<file path="src/rtl/mux6_rr_scheduler.sv">
// mux6_rr_scheduler
//   Round-robin scheduler for one shared 6:1 mux output path. Every grant is
//   followed by one dead (turnaround) cycle, and a grant can be cut short after
//   MAX_HOLD cycles (MAX_HOLD = 0 means no limit).
// Ports
//   clk      rising-edge clock
//   rst      asynchronous, active-high reset
//   req      [5:0] per-source request, held high while the source wants the path
//   grant    [5:0] registered one-hot grant, zero when nobody owns the path
//   sel      [2:0] registered mux select; index of the current/last grantee
//   valid    high iff grant is nonzero
//   preempt  one-cycle pulse when a grant was removed by the hold limit
module mux6_rr_scheduler #(
  parameter int unsigned MAX_HOLD = 4
) (
  input  logic       clk,
  input  logic       rst,
  input  logic [5:0] req,
  output logic [5:0] grant,
  output logic [2:0] sel,
  output logic       valid,
  output logic       preempt
);

  typedef enum logic [1:0] {
    IDLE,
    GRANT,
    GAP
  } state_t;

  localparam logic [7:0] HOLD_LIMIT = 8'(MAX_HOLD);
  localparam bit         LIMITED    = (MAX_HOLD != 0);

  state_t     state, state_n;
  logic [5:0] grant_n;
  logic [2:0] sel_n;
  logic       valid_n;
  logic       preempt_n;
  logic [7:0] hold_cnt, hold_n;
  logic [2:0] last, last_n;

  logic [2:0] winner;
  logic       owner_req;

  // Search last+1 .. last+6 (mod 6); last itself is considered last of all.
  always_comb begin
    logic [3:0] pos;
    logic       found;
    winner = last;
    found  = 1'b0;
    for (int unsigned i = 1; i <= 6; i++) begin
      pos = 4'(last) + 4'(i);
      if (pos >= 4'd6) pos = pos - 4'd6;
      if (!found && req[pos[2:0]]) begin
        winner = pos[2:0];
        found  = 1'b1;
      end
    end
  end

  // grant is one-hot, so this picks out the owner's own request bit.
  assign owner_req = |(req & grant);

  always_comb begin
    state_n   = state;
    grant_n   = grant;
    sel_n     = sel;
    valid_n   = valid;
    preempt_n = 1'b0;
    hold_n    = hold_cnt;
    last_n    = last;
    unique case (state)
      IDLE, GAP: begin
        if (|req) begin
          state_n = GRANT;
          grant_n = 6'b000001 << winner;
          sel_n   = winner;
          valid_n = 1'b1;
          hold_n  = 8'd1;
        end else begin
          state_n = IDLE;
          hold_n  = '0;
        end
      end
      GRANT: begin
        if (!owner_req) begin
          state_n = GAP;
          grant_n = '0;
          valid_n = 1'b0;
          last_n  = sel;
        end else if (LIMITED && hold_cnt == HOLD_LIMIT) begin
          state_n   = GAP;
          grant_n   = '0;
          valid_n   = 1'b0;
          last_n    = sel;
          preempt_n = 1'b1;
        end else if (hold_cnt != 8'hFF) begin
          hold_n = hold_cnt + 8'd1;
        end
      end
      default: begin
        state_n = IDLE;
        grant_n = '0;
        valid_n = 1'b0;
      end
    endcase
  end

  always_ff @(posedge clk or posedge rst) begin
    if (rst) begin
      state    <= IDLE;
      grant    <= '0;
      sel      <= '0;
      valid    <= 1'b0;
      preempt  <= 1'b0;
      hold_cnt <= '0;
      last     <= 3'd5;
    end else begin
      state    <= state_n;
      grant    <= grant_n;
      sel      <= sel_n;
      valid    <= valid_n;
      preempt  <= preempt_n;
      hold_cnt <= hold_n;
      last     <= last_n;
    end
  end

endmodule
</file>
<file path="config.mk">
export PLATFORM = sky130hd
export DESIGN_NAME = mux6_rr_scheduler
export DESIGN_NICKNAME = d
export VERILOG_FILES = /design/src/rtl/mux6_rr_scheduler.sv
export SDC_FILE = /design/constraint.sdc
export NUM_CORES = 1
export LEC_CHECK = 0
export CORE_ASPECT_RATIO = 0.75
export CORE_MARGIN = 2
export CORE_UTILIZATION = 50
export CTS_BUF_LIST = sky130_fd_sc_hd__clkbuf_2
export DETAILED_ROUTE_END_ITERATION = 10
export MAX_ROUTING_LAYER = met4
export PLACE_DENSITY_LB_ADDON = 0.1
export SYNTH_ARGS = -nofsm -noshare
export SYNTH_HDL_FRONTEND = slang
export SYNTH_SLANG_ARGS = --single-unit
</file>
<file path="constraint.sdc">
create_clock -name clk -period 4.3 [get_ports clk]
set_input_delay 0.86 -clock clk [delete_from_list [all_inputs] [get_ports clk]]
set_output_delay 0.86 -clock clk [all_outputs]
set_load 0.005 [all_outputs]
</file>
---- Word-level counts from Yosys, hierarchy flattened ----
Cells that the tools add are included.
storage, ports and cells
  memory bits (writable) .................. 0
  input port bits ......................... 8
  memory bits (read-only) ................. 0
  latch bits .............................. 0
  word-level logic and storage cells ...... 114
  bits in registers ....................... 24
  output and inout port bits .............. 11
  memories kept ........................... 0
operators by class
  magnitude comparators ................... 12
  bitwise logic cells ..................... 1
  multiply operators ...................... 0
  shift-type cells ........................ 1
  div/mod/pow operators ................... 0
  add/sub/neg operators ................... 13
  reduce and logical (&&, ||, !) cells .... 19
  equal/unequal tests ..................... 10
  mux-type cells .......................... 51
operators by type and width
  kind                                                                                 count
  3-bit 2-to-1 mux                                                                     14
  4-bit by 3-bit greater-or-equal comparator with 1-bit output, second input constant  6
  3-bit by 4-bit < comparator with 1-bit output, second input constant                 6
  8-bit 2-to-1 mux                                                                     3
  1-bit 2-to-1 mux                                                                     19
  1-bit binary-select mux with 3-bit select                                            6
  6-bit 2-to-1 mux                                                                     3
  3-bit subtractor, second input constant                                              6
  8-bit case mux with 2 select lines                                                   1
  3-bit by 3-bit adder with 4-bit output, second input constant                        3
  6-bit case mux with 2 select lines                                                   1
  6-bit OR reduction                                                                   2
  3-bit by 2-bit adder with 4-bit output, second input constant                        2
  8-bit by 1-bit adder with 8-bit output, second input constant                        1
  8-bit by 3-bit == test with 1-bit output, second input constant                      1
  2-bit != test, second input constant                                                 4
  8-bit != test, second input constant                                                 1
  6-bit bitwise AND                                                                    1
  2-bit AND reduction                                                                  3
  1-bit by 3-bit left shift with 6-bit output, first input constant                    1
  1-bit logical AND                                                                    5
  1-bit logical NOT                                                                    5
  3-bit by 1-bit adder with 4-bit output, second input constant                        1
  2-bit 2-to-1 mux                                                                     2
  10 further kinds                                                                     10

---- Longest topological paths before layout ----
  word-level depth ........................ 24
  depth in mapped cells ................... 14
  mapped depth without buffers ............ 10

---- Worst setup path after synthesis ----
No wires, ideal clock.
  path kind ............................... register -> register
  start ................................... register last[1]
  end ..................................... register grant[0]
  library setup time ...................... 0.095 ns
  cell stages (with the launch flop) ...... 14
  clock period less this slack ............ 3.692 ns
  data required time ...................... 4.205 ns
  buffers on the path ..................... 3
  arrival ................................. 3.596 ns
  slack ................................... 0.608 ns
  path through ............................ dfrtp_1 clkbuf_1 inv_1 ha_1 buf_2 a211oi_2 xnor2_1 mux2_4 or3b_1 clkbuf_2 a2111o_1 a32oi_1 o311ai_1 o31ai_1
between the ends
  cells in the longest elaborated chain, start to end .. 24
  elaborated cells on any way between the ends .. 60
  those cells by class .................... add/sub (12); order compare (6); shift (1); mux (31); reduce/logical (10)
ends and longest elaborated chain
  element                                                                                           line  source
  from (decl)                                                                                       40    logic [2:0] last, last_n;
  from (signal assigned)                                                                            125   last <= last_n;
  3-bit by 1-bit adder with 4-bit output                                                            52    pos = 4'(last) + 4'(i);
  4-bit by 3-bit greater-or-equal comparator with 1-bit output or 3-bit subtractor (tied branches)  53    if (pos >= 4'd6) pos = pos - 4'd6;
  3-bit 2-to-1 mux                                                                                  53
  1-bit binary-select mux with 3-bit select                                                         54    if (!found && req[pos[2:0]]) begin
  1-bit 2-to-1 mux (implied by the code)                                                            54
  1-bit 2-to-1 mux                                                                                  54
  1-bit logical NOT                                                                                 54
  1-bit logical AND                                                                                 54
  [... 8 more ...]                                                                                  n/a
  1-bit logical AND                                                                                 54
  1-bit 2-to-1 mux                                                                                  54
  1-bit logical NOT                                                                                 54
  1-bit logical AND                                                                                 54
  3-bit 2-to-1 mux (*)                                                                              54
  1-bit by 3-bit left shift with 6-bit output (*)                                                   76    grant_n = 6'b000001 << winner;
  6-bit 2-to-1 mux (*)                                                                              74    if (|req) begin
  6-bit case mux with 2 select lines (*)                                                            72    unique case (state)
  to (signal assigned)                                                                              120   grant <= grant_n;
  to (decl)                                                                                         19    output logic [5:0] grant,
Mark *: on every way between the ends. The rest lies on a longest branch, timed or not. The select of a mux whose other input is x is not followed.
A chain may end at the register's enable or synchronous reset.

---- Worst setup path in the final report ----
  start ................................... register last[2]
  end ..................................... register grant[4]
The elaborated chain is that of the path after synthesis.

==> impl_metrics.py <==
metrics = {
    "critical_path": {
        "r2r_start": "last[2]",
        "rrSetupSlack_ns": 0.58,
        "worst-path-max-fanout": 8,
        "cp.depth": 10,
        "crit_path_top_delay_cell": "dfstp_2",
        "path_cells": "inv_1 > ha_1 > a211oi_2 > xnor2_1 > mux2_4 > or3b_1 > or3_1 > a21oi_1 > o311ai_1 > o31ai_1",
        "critPathKind": "flop to flop",
        "critPathBufInv": 1,
        "arrival_ns": 3.97,
        "max_stage_delay_ns": 0.58,
        "reg2reg_depth": 10,
        "cp-end-kind": "flop",
        "worstPathRequired_ns": 4.55,
        "reg2reg_to": "grant[4]",
        "crit_family": "compound AO/OA/AOI/OAI gates",
        "endpoint": "grant[4]",
        "startpoint": "last[2]",
        "cp-start-kind": "flop",
    },
    "clock_network": {
        "cts_tree": "built",
        "ctsHoldBuffers": 0,
        "clkLatencyLatePin_ns": 0.33,
        "post-cts-setup-buffer-count": 0,
        "cts-resized-gates": 0,
        "cts_buffers": 3,
        "clkSinkCount": 24,
        "htree_levels": 1,
        "clock_path_buffers": 2,
        "clk_pin_slew_worst_paths_ns": 0.22,
        "cts_root_buffer": "clkbuf_2",
    },
    "cells_and_area": {
        "area_delta_synth_final_pct": 13.2,
        "n_antenna_cell": 0,
        "fillers": 375,
        "drive_gt1_frac": 0.0989,
        "final_net_count": 296,
        "finalInstanceArea_mm2": 0.00244,
    },
    "floorplanning": {
        "die_w_um": 79.8,
        "coreArea_mm2": 0.00410,
        "die_area_mm2": 0.00486,
        "ioPinCount": 19,
        "die_h_um": 60.9,
        "initial_core_util": 0.525,
        "rows": 20,
    },
    "synthesis": {
        "yosysSeqAreaShare": 0.280,
        "synthArstFlopShare": 1.00,
        "synth_edf_count": 0,
        "syn_nets": 272,
        "ys_types": 57,
        "ys_top_cells_by_area": "dfrtp_1, ha_1, nand2_1, mux2i_1, xnor2_1",
        "synth.most_common_cell": "nand2_1",
        "syn-cell-area_mm2": 0.00216,
        "synth_seq_cells": 24,
        "syn_inst": 251,
        "yosys-top-cells-count": "nand2_1, dfrtp_1, nor2_1",
        "yosys.area.top_type": "dfrtp_1",
        "synth.avg_cell_area_um2": 8.59,
        "synth_top_area_frac": 0.255,
        "dominantRegCellSynth": "dfrtp_1",
        "yosys_warnings": 0,
    },
    "place": {
        "io_buffers": 18,
        "globalplace.congestion": 0.990,
        "dp_slack_ns": 0.249,
        "dp_hpwl_um": 4220,
        "dpl_cell_area_mm2": 0.00242,
    },
    "timing": {
        "skew_ns": 0.00146,
        "slew-limit-headroom": 0.405,
        "finalSetupViolations": 0,
        "tightest_slew_ns": 0.892,
        "setup_tns_ns": 0,
        "slew_violations": 0,
        "rsz0062_at_grt": "no",
        "timing.fmax_mhz": 269,
        "hold_violations": 0,
        "setup_ws_ns": 0.583,
        "period_share": 0.864,
        "period_minus_slack_ns": 3.72,
    },
    "detailed_routing": {
        "wl_per_cell_um": 16.5,
        "drc_errors": 0,
        "vias": 1968,
        "drt-pass1-iter-count": 5,
        "ant_nets": 0,
        "via_per_inst": 6.00,
        "route.final.wire_length_um": 5420,
        "first_iter_violations": 173,
    },
    "global_routing": {
        "grt_max_degree": 25,
        "antenna_found_initial": 0,
        "grt_pass1_wl_um": 8980,
        "grt.overflow.total": 0,
        "grt_pass1_vias": 1744,
        "grt_use_total": 0.248,
    },
    "run_status": {
        "outcome": "completed",
    },
    "pwr": {
        "p_leak_nw": 0.994,
        "pwr_density_cell_mw_per_mm2": 887,
        "p_total_w": 0.00216,
        "vdd_drop_max_uv": 778,
    },
    "run": {
        "cap_violations": 0,
    },
    "min_path": {
        "min-delay-start": "valid",
        "hold_class": "flop to flop",
    },
}
==> layer usage <==
layer  GRT usage  up-vias  part of all wire
met1       0.414      933              0.56
li1            -      971                 -
met3      0.0432        2             0.059
met5           -        -                 0
met2       0.312       62              0.38
met4      0.0169        0            0.0022
==> power breakdown <==
| group | switching (W) | internal [W] |
|---|---|---|
| clock network | 0.0000663 | 0.0000190 |
| logic | 0.00100 | 0.000718 |
| registers | 0.0000557 | 0.000299 |
==> layout by cell type (no fill, tap or decap), types with 4 or more instances in the layout <==
cell	n
a31oi_1	4
xnor2_1	9
inv_1	8
nor2b_1	6
nand4_1	4
o31ai_1	7
nor2_1	17
nand3_1	8
mux2i_1	10
a21oi_1	10
dfrtp_1	22
nor3_1	5
nand2b_1	4
o21ai_0	12
ha_1	13
a21boi_0	4
a22oi_1	4
mux2_4	4
or3_1	4
nand2_1	34
and2_1	5
buf_4	10
clkdlybuf4s50_1	18
==> worst min-delay path by stage <==
stage               endpoint  slack (ns)  cells past startpoint
finish                 valid        0.52                      2
global route           valid        0.56                      2
floorplan              valid        0.47                      2
detailed placement     valid        0.47                      2
CTS                    valid        0.52                      2
global placement       valid        0.47                      2
==> worst reg2reg max path, cell delays in order, from the launching register on <==
cell and delay, ns:
dfstp_2 0.58, inv_1 0.07, ha_1 0.40, a211oi_2 0.34, xnor2_1 0.24, mux2_4 0.36, or3b_1 0.48, or3_1 0.46
a21oi_1 0.20, o311ai_1 0.18, o31ai_1 0.32
==> stage by stage <==
stage | hold slack [ns] | cells | utilization
after CTS | 0.518 | 328 | 0.595
after floorplan | 0.471 | 251 | -
after global routing | 0.560 | 328 | 0.595
after detailed placement | 0.473 | 325 | 0.591
after global placement | 0.466 | 325 | 0.591
final | 0.521 | 328 | 0.595
==> kinds of logic (layout without fill, tap and decap cells) <==
family,after synthesis,count (layout),synth area share
AOI/OAI and AO/OA,64,64,0.207
xor gates and xnor gates,12,12,0.0488
adders and majority gates,13,13,0.0755
buffers and inverters,17,39,0.0395
DFF,24,24,0.280
muxes,18,18,0.106
and+or+nand+nor,103,103,0.244
==> sequential cells by signal (all words and copies together) (netlist names) <==
name	count
hold_cnt	8
state	2
valid	1
preempt	1
sel	3
grant	6
last	3
==> layout make-up <==
cell class / instances / area, µm² / share of cell area
Tap cell: 55 / 68.8 / 0.0282
Sequential cell: 24 / 603 / 0.247
Multi-Input combinational cell: 210 / 1470 / 0.602
Timing Repair Buffer: 28 / 255 / 0.105
Clock buffer: 3 / 15.0 / 0.00615
Inverter: 8 / 30.0 / 0.0123
Note: power is estimated with default switching activity, not from simulation.
